`src/rtl/user_keys_ctrl.sv`:
```
// User key block: 2-FF synchroniser, per-key debouncer, sticky press flags, maskable level IRQ.
// Define USER_KEYS_RELEASE_EDGE_EN to add sticky release-edge flags in word 3.
module user_keys_ctrl #(
    parameter int N_KEYS       = 8,
    parameter int ACTIVE_LOW   = 1,
    parameter int TICK_DIV     = 20000,
    parameter int STABLE_TICKS = 4
) (
    input  logic              clk,
    input  logic              reset,
    input  logic [3:0]        Addr,
    input  logic              WE,
    input  logic [31:0]       Din,
    output logic [31:0]       Dout,
    output logic              IRQ,
    input  logic [N_KEYS-1:0] user_key
);
    localparam int PW = $clog2(TICK_DIV);

    logic [PW-1:0]     presc_reg;
    logic              tick;
    logic [N_KEYS-1:0] pin_level;
    logic [N_KEYS-1:0] sync1_reg;
    logic [N_KEYS-1:0] sync2_reg;
    logic [N_KEYS-1:0] deb_reg;
    logic [N_KEYS-1:0] deb_d_reg;
    logic [N_KEYS-1:0] accept;
    logic [N_KEYS-1:0] rise;
    logic [N_KEYS-1:0] status_reg;
    logic [N_KEYS-1:0] mask_reg;
    logic [N_KEYS-1:0] irq_src;
    logic [N_KEYS-1:0] w1c_status;
    logic              unused_bits;

    // Polarity is folded in ahead of the first flop so everything downstream sees 1 = pressed.
    assign pin_level = (ACTIVE_LOW != 0) ? ~user_key : user_key;

    always_ff @(posedge clk) begin
        if (reset) begin
            sync1_reg <= '0;
            sync2_reg <= '0;
        end else begin
            sync1_reg <= pin_level;
            sync2_reg <= sync1_reg;
        end
    end

    assign tick = (presc_reg == PW'(TICK_DIV - 1));

    always_ff @(posedge clk) begin
        if (reset || tick) begin
            presc_reg <= '0;
        end else begin
            presc_reg <= presc_reg + PW'(1);
        end
    end

    genvar gi;
    generate
        for (gi = 0; gi < N_KEYS; gi++) begin : g_key
            logic [3:0] cnt_reg;
            logic       diff;

            assign diff       = sync2_reg[gi] ^ deb_reg[gi];
            assign accept[gi] = tick && diff && (cnt_reg == 4'(STABLE_TICKS - 1));

            always_ff @(posedge clk) begin
                if (reset) begin
                    cnt_reg <= '0;
                end else if (tick) begin
                    if (!diff || accept[gi]) begin
                        cnt_reg <= '0;
                    end else begin
                        cnt_reg <= cnt_reg + 4'd1;
                    end
                end
            end
        end
    endgenerate

    // An accepted key always flips to the synchronised level, so a toggle is enough.
    always_ff @(posedge clk) begin
        if (reset) begin
            deb_reg   <= '0;
            deb_d_reg <= '0;
        end else begin
            deb_reg   <= deb_reg ^ accept;
            deb_d_reg <= deb_reg;
        end
    end

    assign rise       = deb_reg & ~deb_d_reg;
    assign w1c_status = (WE && Addr[3:2] == 2'd1) ? Din[N_KEYS-1:0] : '0;

    // Set is OR-ed after the clear so a same-cycle press survives a W1C.
    always_ff @(posedge clk) begin
        if (reset) begin
            status_reg <= '0;
            mask_reg   <= '0;
        end else begin
            status_reg <= (status_reg & ~w1c_status) | rise;
            if (WE && Addr[3:2] == 2'd2) begin
                mask_reg <= Din[N_KEYS-1:0];
            end
        end
    end

`ifdef USER_KEYS_RELEASE_EDGE_EN
    logic [N_KEYS-1:0] fall;
    logic [N_KEYS-1:0] w1c_release;
    logic [N_KEYS-1:0] release_reg;

    assign fall        = ~deb_reg & deb_d_reg;
    assign w1c_release = (WE && Addr[3:2] == 2'd3) ? Din[N_KEYS-1:0] : '0;

    always_ff @(posedge clk) begin
        if (reset) begin
            release_reg <= '0;
        end else begin
            release_reg <= (release_reg & ~w1c_release) | fall;
        end
    end

    assign irq_src = status_reg | release_reg;
`else
    assign irq_src = status_reg;
`endif

    assign IRQ = |(irq_src & mask_reg);

    always_comb begin
        Dout = '0;
        case (Addr[3:2])
            2'd0:    Dout = 32'(deb_reg);
            2'd1:    Dout = 32'(status_reg);
            2'd2:    Dout = 32'(mask_reg);
            default: begin
`ifdef USER_KEYS_RELEASE_EDGE_EN
                Dout = 32'(release_reg);
`else
                Dout = '0;
`endif
            end
        endcase
    end

    assign unused_bits = ^{Addr[1:0], Din};

endmodule

```
`config.mk`:
```
export PLATFORM = sky130hd
export DESIGN_NAME = user_keys_ctrl
export DESIGN_NICKNAME = d
export VERILOG_FILES = /design/src/rtl/user_keys_ctrl.sv
export SDC_FILE = /design/constraint.sdc
export NUM_CORES = 1
export LEC_CHECK = 0
export BUFFER_PORTS_ARGS = -buffer_cell sky130_fd_sc_hd__buf_4
export CELL_PAD_IN_SITES_DETAIL_PLACEMENT = 2
export CELL_PAD_IN_SITES_GLOBAL_PLACEMENT = 2
export CORE_MARGIN = 1
export CORE_UTILIZATION = 35
export DETAILED_ROUTE_END_ITERATION = 7
export GPL_TIMING_DRIVEN = 1
export PLACE_DENSITY_LB_ADDON = 0.3
export SYNTH_ARGS = -nofsm -noshare
export SYNTH_HDL_FRONTEND = slang
export SYNTH_SLANG_ARGS = --single-unit
```
`constraint.sdc`:
```
create_clock -name clk -period 3.73 [get_ports clk]
set_input_delay 0.5595 -clock clk [delete_from_list [all_inputs] [get_ports clk]]
set_output_delay 0.5595 -clock clk [all_outputs]
set_load 0.05 [all_outputs]
```
==> run metrics <==
Clk pwr share=46.0%; Slew headroom=47.4%; YS warnings=0; worst hold start=user_key[4]; EDFF count, synth=0; Initial Util=roughly 37%; fmax=between 0.4 and 0.5 GHz; pre-CTS setup slack=between 1000 and 1500 ps; Post-DRT Antenna Nets=0; post-DR vias/cell=between 5 and 6; Worst Hold Margin=roughly 370 ps; # diodes=0; DRC=4; Num CTS Buffers=9; initial DRC count=roughly 170; RSZ-0062 raised after global routing=no; Total GRT Usage=roughly a fifth; mapped cell area=~4300 sq um; xor/xnor share of the synthesized area=4.32%; core area=approximately 12000 sq um; latest clock arrival within the worst-skew pair=340 ps; combinational family with the most area after synthesis=simple AND/OR/NAND/NOR gates; largest net degree at the start of global routing=between 70 and 80; die area=~13000 sq um; Max-Cap Viols=0; share of flip-flops with an asynchronous set or reset=0%; Die Span X=around 110 microns; P_int=1680 uW; flops & latches, synth=between 90 and 100; clk root buf=clkbuf_16; commonest cells after routing, fill and taps aside=95 x dfxtp_1, 57 x nor2_1, 56 x a21oi_1, 45 x nand2_1, 45 x nand3_1; Netlist cell types=31; htree depth=3; # IOs=80; number of core rows=39; DR vias=3547; die height=between 100 and 150 microns; Crit. End Element=output pin; cts repair resizes=0; crit path max fanout=10; CP required=between 3000 and 4000 ps; clk buf depth=2; adder-cell share of the synthesized area=2.64%; setup_tns=0 ps; layout cells sized above 1=approximately a tenth; Avg Inst Size Synth=~8.4 sq um; GRT overflow=0; nets=around 580; most common cell after layout, fill and taps aside=dfxtp_1; vias in the first global route=4014; wire length per cell=around 16 microns; status=finished with violations; sequential area share after synthesis=roughly 45%; final WL=around 11000 microns; FF-to-FF Start=presc_reg[0]; CP Launch Point=Addr[2]; WS Path Type=in2out; simple-gate portion of the synthesized area=a little over a quarter; Final Cycle Share=between 60 and 70%; failing checks=DRC; clock slew at reported path FFs=~60 ps; post-CTS setup buffer count=0; maximum vdd drop=about 0.28 mV; area growth from synthesis to layout=12.4%; CTS tree=built; top post-synthesis cells by area=dfxtp_1 45%, a21oi_1 6.6%, nand3_1 5.3%; Sequential Power Share=between 40 and 50%; Final setup viols=0; Sink Count=between 90 and 100; max-slew violations=0; Net Sw Frac=22.6%; Initial DRT Pass Iterations=6; setup slack after layout=~1300 ps; Routability Congestion=~0.7; Port Buffers=29; Synth area leader=dfxtp_1; first-pass GRT wire length=19100 microns; Main synth FF type=dfxtp_1; Clock Skew=a little under 5 ps; initial antenna violation count=0; min Tclk post-route=between 2000 and 2500 ps; R2R depth=6; Crit path arrival time=about 1900 ps; NetSw=492 uW; Hold Path Class=in2reg; Worst setup SP type=input port; CTS hold repair buffers=0; HPWL Detailed=7400 microns; multiplexer area fraction after synthesis=between 1.5 and 2%; post-synth top area share=about 45%; post-synthesis compound-gate area fraction=about 11%; pwr dens=454 nW/um^2; worst-margin pin slew=a little under 800 ps; cell depth of the worst hold path=2; Logic pwr share=6.3%; max reg flops=32; final hold vios=0; Pleak=between 0.0015 and 0.002 uW; post-synthesis cell count=~510
-- metal layers --
metal  track usage (%)  vias up  share of wire (%)
met3              5.02       13                3.3
met2              35.9       47                 53
li1                  -     1720                  -
met1              20.9     1767                 42
met5                 0        -                  0
met4              5.69        0                1.6
-- worst paths after layout --
path                   to  slack [ps]
max               Dout[4]        1270
min          sync1_reg[4]         370
max reg2reg  presc_reg[8]        1750
min reg2reg  sync2_reg[7]         450
-- logic make-up after synthesis --
group,count (synthesis)
compound gates,92
xor+xnor,21
fa+ha+maj,9
buf+inv,59
flops,95
mux,8
other cells,1
simple gates,223
-- per-stage QoR --
stage | utilization (%) | cell area (sq um) | cells | total power [uW]
after global routing | 41.1 | 4790 | 675 | 2260
after global placement | 38.3 | 4470 | 659 | 1190
after CTS | 41.1 | 4790 | 675 | 2210
after detailed placement | 38.3 | 4470 | 659 | 1200
final | 41.1 | 4790 | 675 | 2180
after floorplan | - | 4350 | 531 | 1180
-- cell usage after synthesis (8+ instances only) --
library cell   n
mux2i_1        8
clkbuf_1      12
inv_1         11
a21oi_1       56
xnor2_1       18
o21ai_0       32
ha_1           9
nand2_1       45
nor2b_1       25
nor3b_1       16
nand3b_1       8
dfxtp_1       95
nand4b_1       8
nor2_1        57
nand3_1       45
buf_4         25
-- worst max-delay path, stage by stage --
cell,delay (ps)
buf_4,170
nor2b_1,500
buf_4,280
nand2_1,70
o21ai_0,90
buf_4,230
-- power by group through the flow --
stage               registers [uW]  clock network, uW  logic (uW)
detailed placement            1060                  0         137
CTS                           1040               1040         138
floorplan                     1060                  0         122
global placement              1060                  0         134
global route                  1040               1070         148
finish                        1040               1000         136
-- area by class of cell --
class	instances	area, sq um
multi-input combinational	377	2100
tap	143	179
timing repair buffer	33	248
clock buffer	13	260
fill	1314	6870
inverter	11	41.3
clock inverter	3	65.1
sequential	95	1900
No activity file was read; power rests on OpenSTA's default activity.
